**src/rtl/relay_seq_pkg.sv**
```systemverilog
// Shared state codes, relay patterns and constants for relay_sequencer.
package relay_seq_pkg;

  localparam logic [2:0] S_IDLE   = 3'd0;
  localparam logic [2:0] S_PRECHG = 3'd1;
  localparam logic [2:0] S_OVL    = 3'd2;
  localparam logic [2:0] S_RUN    = 3'd3;
  localparam logic [2:0] S_STOP   = 3'd4;
  localparam logic [2:0] S_TRIP   = 3'd5;

  localparam logic [3:0] RLY_IDLE = 4'b0000;
  localparam logic [3:0] RLY_PRE  = 4'b0001;
  localparam logic [3:0] RLY_OVL  = 4'b0011;
  localparam logic [3:0] RLY_RUN  = 4'b0110;
  localparam logic [3:0] RLY_STOP = 4'b0110;
  localparam logic [3:0] RLY_TRIP = 4'b0000;

  localparam int FB_TIMEOUT = 20;

  function automatic logic [3:0] relay_pat(input logic [2:0] s);
    logic [3:0] r;
    r = RLY_IDLE;
    case (s)
      S_PRECHG: r = RLY_PRE;
      S_OVL:    r = RLY_OVL;
      S_RUN:    r = RLY_RUN;
      S_STOP:   r = RLY_STOP;
      S_TRIP:   r = RLY_TRIP;
      default:  r = RLY_IDLE;
    endcase
    return r;
  endfunction

endpackage

```
**src/rtl/relay_sequencer_tick_timer.sv**
```systemverilog
// Prescaled dwell timer: restart loads max(load,1) ticks and clears counts.
// expired pulses on the last cycle of the dwell.
module tick_timer #(
  parameter int TICK_DIV = 200000,
  parameter int TW       = 16
) (
  input  logic          CLK,
  input  logic          RESET,
  input  logic          restart,
  input  logic [TW-1:0] load,
  output logic          expired
);

  localparam int PW = (TICK_DIV > 1) ? $clog2(TICK_DIV) : 1;

  logic [PW-1:0] presc;
  logic [TW-1:0] cnt;
  logic [TW-1:0] lim;
  logic          last;

  assign last    = (presc == PW'(TICK_DIV - 1));
  assign expired = last && (cnt == lim - TW'(1));

  always_ff @(posedge CLK) begin
    if (RESET) begin
      presc <= '0;
      cnt   <= '0;
      lim   <= '0;
    end else if (restart) begin
      presc <= '0;
      cnt   <= '0;
      lim   <= (load == '0) ? TW'(1) : load;
    end else begin
      presc <= last ? '0 : presc + PW'(1);
      // saturate rather than wrap
      if (last && (cnt != '1))
        cnt <= cnt + TW'(1);
    end
  end

endmodule

```
**src/rtl/relay_sequencer.sv**
```systemverilog
// Contactor sequencer FSM with registered relay/PWM outputs and trip latch.
// Optional relay feedback supervision: RELAY_SEQ_FEEDBACK_EN.
module relay_sequencer
  import relay_seq_pkg::*;
#(
  parameter int TICK_DIV = 200000,
  parameter int TW       = 16
) (
  input  logic          CLK,
  input  logic          RESET,
  input  logic          cmd_start,
  input  logic          cmd_stop,
  input  logic          fault_n,
  input  logic          trip_clear,
  input  logic [TW-1:0] t_pre,
  input  logic [TW-1:0] t_ovl,
  input  logic [TW-1:0] t_off,
  input  logic [3:0]    relay_fb,
  output logic [3:0]    relay,
  output logic          pwm_en,
  output logic [2:0]    state,
  output logic          tripped,
  output logic          fb_err
);

  logic [2:0]    nxt;
  logic [3:0]    relay_d;
  logic          pwm_d;
  logic          trip_d;
  logic          fbe_d;
  logic          restart;
  logic [TW-1:0] load;
  logic          expired;
  logic          fb_fault;

  assign restart = (nxt != state);

  always_comb begin
    load = '0;
    case (nxt)
      S_PRECHG: load = t_pre;
      S_OVL:    load = t_ovl;
      S_STOP:   load = t_off;
      default:  load = '0;
    endcase
  end

  tick_timer #(.TICK_DIV(TICK_DIV), .TW(TW)) u_dwell (
    .CLK     (CLK),
    .RESET   (RESET),
    .restart (restart),
    .load    (load),
    .expired (expired)
  );

`ifdef RELAY_SEQ_FEEDBACK_EN
  logic fb_chg;
  logic fb_exp;
  logic fb_to;
  logic unused_fb;

  assign fb_chg    = (relay_d[2:0] != relay[2:0]);
  assign unused_fb = relay_fb[3];

  tick_timer #(.TICK_DIV(TICK_DIV), .TW(TW)) u_fb (
    .CLK     (CLK),
    .RESET   (RESET),
    .restart (fb_chg),
    .load    (TW'(FB_TIMEOUT)),
    .expired (fb_exp)
  );

  always_ff @(posedge CLK) begin
    if (RESET)       fb_to <= 1'b0;
    else if (fb_chg) fb_to <= 1'b0;
    else if (fb_exp) fb_to <= 1'b1;
  end

  assign fb_fault = (fb_to || fb_exp) && (relay_fb[2:0] != relay[2:0]);
`else
  logic unused_fb;
  assign unused_fb = ^relay_fb;
  assign fb_fault  = 1'b0;
`endif

  always_ff @(posedge CLK) begin
    if (RESET) begin
      state   <= S_IDLE;
      relay   <= RLY_IDLE;
      pwm_en  <= 1'b0;
      tripped <= 1'b0;
      fb_err  <= 1'b0;
    end else begin
      state   <= nxt;
      relay   <= relay_d;
      pwm_en  <= pwm_d;
      tripped <= trip_d;
      fb_err  <= fbe_d;
    end
  end

  // fault > stop > expiry > start
  always_comb begin
    nxt = state;
    if (!fault_n || fb_fault) begin
      nxt = S_TRIP;
    end else begin
      case (state)
        S_IDLE:   if (cmd_start && !tripped) nxt = S_PRECHG;
        S_PRECHG: if (cmd_stop) nxt = S_IDLE;
                  else if (expired) nxt = S_OVL;
        S_OVL:    if (cmd_stop) nxt = S_IDLE;
                  else if (expired) nxt = S_RUN;
        S_RUN:    if (cmd_stop) nxt = S_STOP;
        S_STOP:   if (expired) nxt = S_IDLE;
        S_TRIP:   if (trip_clear) nxt = S_IDLE;
        default:  nxt = S_IDLE;
      endcase
    end
  end

  always_comb begin
    relay_d = relay_pat(nxt);
    pwm_d   = (nxt == S_RUN);
    trip_d  = (nxt == S_TRIP);
    fbe_d   = (nxt == S_TRIP) &&
              (fb_err || (fb_fault && state != S_TRIP));
  end

endmodule

```
**config.mk**
```make
export PLATFORM = sky130hd
export DESIGN_NAME = relay_sequencer
export DESIGN_NICKNAME = d
export VERILOG_FILES = /design/src/rtl/relay_seq_pkg.sv /design/src/rtl/relay_sequencer_tick_timer.sv /design/src/rtl/relay_sequencer.sv
export SDC_FILE = /design/constraint.sdc
export NUM_CORES = 1
export LEC_CHECK = 0
export BUFFER_PORTS_ARGS = -buffer_cell sky130_fd_sc_hd__buf_4
export CORE_MARGIN = 2
export CORE_UTILIZATION = 50
export CTS_BUF_LIST = sky130_fd_sc_hd__clkbuf_16
export DETAILED_ROUTE_END_ITERATION = 7
export GPL_ROUTABILITY_DRIVEN = 0
export GPL_TIMING_DRIVEN = 0
export MAX_ROUTING_LAYER = met4
export PLACE_DENSITY = 0.79
export SYNTH_ARGS = -nofsm -noshare
export SYNTH_HDL_FRONTEND = slang
export SYNTH_SLANG_ARGS = --single-unit
```
**constraint.sdc**
```tcl
create_clock -name CLK -period 10.9 [get_ports CLK]
set_input_delay 1.09 -clock CLK [delete_from_list [all_inputs] [get_ports CLK]]
set_output_delay 1.09 -clock CLK [all_outputs]
set_load 0.1 [all_outputs]
```
==> summary.md <==
| Metric | Value |
|---|---|
| WS Path Type | `flop to flop` |
| Final Hold Fails | `0` |
| Largest fanout on the critical path | `10` |
| Leak Pwr | `roughly 1.6 nW` |
| Tcrit/Tclk final | `between 40 and 50%` |
| Worst hold stages | `1` |
| Core Area | `6760 um^2` |
| Number of global-route vias before repair | `3,339` |
| Max-slew violation count | `0` |
| Status | `complete, no violations` |
| Wire per inst | `15.8 um` |
| DP Area | `4050 um^2` |
| Gr usage total | `between 20% and 30%` |
| Initial DRC count | `251` |
| DR vias/cell | `6.04` |
| Asr flop ratio synth | `0%` |
| Total CTS buffers | `9` |
| I/O Buffers | `62` |
| Max-Slew Margin vs Limit | `~53%` |
| Reg2reg start | `u_dwell.lim[0]` |
| Initial Util | `about 52%` |
| Largest net degree at the start of global routing | `11` |
| Most common cell after layout, fill and taps aside | `nor2_1` |
| Synthesis Warnings | `0` |
| Area delta synth->final | `23.4%` |
| First-pass GRT wire length | `15.4 mm` |
| Reg2Reg Depth | `15` |
| Syn Inst Count | `between 400 and 500` |
| Crit path time final | `5.09 ns` |
| Chip Width | `just under 90 um` |
| Tightest Pin Transition | `0.703 ns` |
| Skew final | `0.00637 ns` |
| Critical path cell sequence | `inv_1 > ha_1 > or4b_2 > or4_1 > a21boi_0 > o32a_1 > nand3_1 > or4_1 > clkbuf_1 > mux2i_1 > buf_2 > a222oi_1 > nand4_1 > or4_1 > a311oi_1` |
| Final Util | `63.6%` |
| Setup crit end kind | `flop` |
| N_diodes | `0` |
| DP Wirelength | `6.92 mm` |
| R2R setup slack | `approximately 5.8 ns` |
| CTS resizes | `0` |
| GR Overflow Total | `0` |
| Via Count | `3,487` |
| Most used cell, CP | `or4_1` |
| Clk slew on worst S/H paths | `approximately 0.050 ns` |
| Syn avg cell area | `8.27 um^2` |
| CP max stage cell | `or4b_2` |
| Fin nets | `555` |
| Pre-CTS setup slack | `5.93 ns` |
| Worst path max stage delay | `0.62 ns` |
| Tot Pwr | `0.609 mW` |
| Syn Nets | `between 400 and 500` |
| Post-CTS Setup Bufs | `0` |
| Drt total wl | `just over 9 mm` |
| TritonCTS clock tree | `built` |
| CTS Hold Bufs | `0` |
| DRC Markers | `0` |
| Reg-to-reg endpoint | `u_dwell.lim[0]` |
| Share of cells above drive strength 1 | `19.7%` |
| DR pass1 iterations | `6` |
| Worst Path Required | `11.14 ns` |
| FP Rows | `30` |
| VDD IR max | `0.101 mV` |
| Most frequent cells in the layout | `68 x nor2_1, 63 x buf_4, 59 x dfxtp_1` |
| Endpoints failing setup | `0` |
| Sequential-to-total area share from yosys stat | `33.9%` |
| EDFF count, synth | `0` |
| Min-Delay Path Class | `flop to flop` |
| Die area | `around 7600 um^2` |
| CTS root buffer | `clkbuf_16` |
| Post-route cell area | `4290 um^2` |
| PnR worst setup slack | `slightly below 6 ns` |
| Clk Latency, worst-skew pair | `~0.33 ns` |
| Clock Path Buffers | `2` |
| Synthesized area | `3480 um^2` |
| PD cells | `roughly 140 nW/um^2` |
| Max_cap viols | `0` |
| Initial antenna violation count | `0` |
| RSZ-0062 raised after global routing | `false` |
| Setup_tns | `0 ns` |
| Die Span Y | `87.4 um` |
| CTS HTree Levels | `3` |
| Unique masters post-synth | `64` |
| Crit path DAT | `roughly 5.3 ns` |
| Crit path launch | `u_dwell.lim[0]` |
| Hold path start | `fb_err` |
| Top Ports | `68` |
| Max Clock Freq | `approximately 200 MHz` |
| Seq cells post-synth | `between 50 and 60` |
| Clock sink total | `59` |
| Hold Path End | `fb_err` |
| DRT antenna net count | `0` |
| Critical path launch point type | `flop` |
| Main flop type after synthesis | `dfxtp_1` |
==> power breakdown <==
part           leakage [nW]  switching [mW]  total (mW)  internal, mW
Combinational          1.02          0.0774       0.136        0.0582
Clock                 0.126          0.0920       0.240         0.148
Sequential            0.479         0.00934       0.234         0.224
Total                  1.63           0.179       0.609         0.430
==> through the flow <==
stage               hold WS, ns  instances
floorplan                 0.430        421
global placement          0.445        563
detailed placement        0.455        563
CTS                       0.468        577
global route              0.489        577
finish                    0.462        577
==> logic make-up (layout without fill, tap and decap cells) <==
kind of cell    count (synthesis)  after routing  share of synthesized area, %
buf+inv                        38            114                          5.00
simple gates                  183            183                          27.4
fa+ha+maj                       3              3                          1.08
xor+xnor                       46             46                          12.0
compound gates                 88             88                          19.7
flops                          59             59                          33.9
other cells                     1              1                         0.108
mux                             3              3                         0.863
==> synthesized netlist by cell type, types with 3 or more instances <==
library cell,n,area (um^2)
nor2_1,68,255
dfxtp_1,59,1180
xnor2_1,27,236
nand3_1,23,115
xor2_1,18,158
nand2_1,17,63.8
a222oi_1,15,150
clkbuf_1,14,52.6
a211oi_1,13,97.6
a21oi_1,11,55.1
o21ai_0,11,55.1
buf_2,10,50.1
inv_1,10,37.5
nor3_1,10,50.1
nand4_1,9,56.3
and3_1,8,50.1
nor4_1,7,43.8
or4_1,5,37.5
and2_1,4,25.0
nand2b_1,4,25.0
o31a_1,4,35.0
o31ai_1,4,30.0
or3_1,4,25.0
or4b_2,4,40.0
a311oi_1,3,26.3
and4_1,3,26.3
ha_1,3,37.5
mux2i_1,3,30.0
nor3b_1,3,22.5
o211ai_1,3,22.5
o21a_1,3,22.5
==> area by class of cell <==
type / instances / area, um^2
fill: 584 / 2460
clock buffer: 9 / 225
timing repair buffer: 62 / 465
inverter: 10 / 37.5
multi-input combinational: 324 / 2130
sequential: 59 / 1180
buffer: 28 / 136
tap: 80 / 100
clock inverter: 5 / 22.5
==> critical path: cells and delay by family (launching register included) <==
kind	cells	cell delay, ns
compound gates	4	1.21
fa+ha+maj	1	0.29
buf+inv	3	0.49
flops	1	0.36
mux	1	0.21
simple gates	6	2.44
==> routing by layer <==
| metal | vias to the layer above | track usage (%) | routed length [um] |
|---|---|---|---|
| met3 | 17 | 7.39 | 537 |
| li1 | 1705 | - | - |
| met4 | 0 | 7.41 | 142 |
| met2 | 105 | 44.3 | 4620 |
| met5 | - | - | 0 |
| met1 | 1660 | 30.6 | 3820 |
==> state kept, by name, indices dropped and copies added (netlist names) <==
| signal | count |
|---|---|
| pwm_en | 1 |
| u_dwell.cnt | 16 |
| u_dwell.presc | 18 |
| u_dwell.lim | 16 |
| state | 3 |
| relay | 3 |
| tripped | 1 |
| fb_err | 1 |
==> worst max path at each step <==
stage / to / cells after the start
after floorplan: u_dwell.lim[0] / 15
after global placement: u_dwell.lim[0] / 15
after detailed placement: u_dwell.lim[0] / 15
after CTS: u_dwell.lim[0] / 15
after global routing: u_dwell.lim[0] / 15
final: u_dwell.lim[0] / 15
Note: power is estimated with default switching activity, not from simulation.
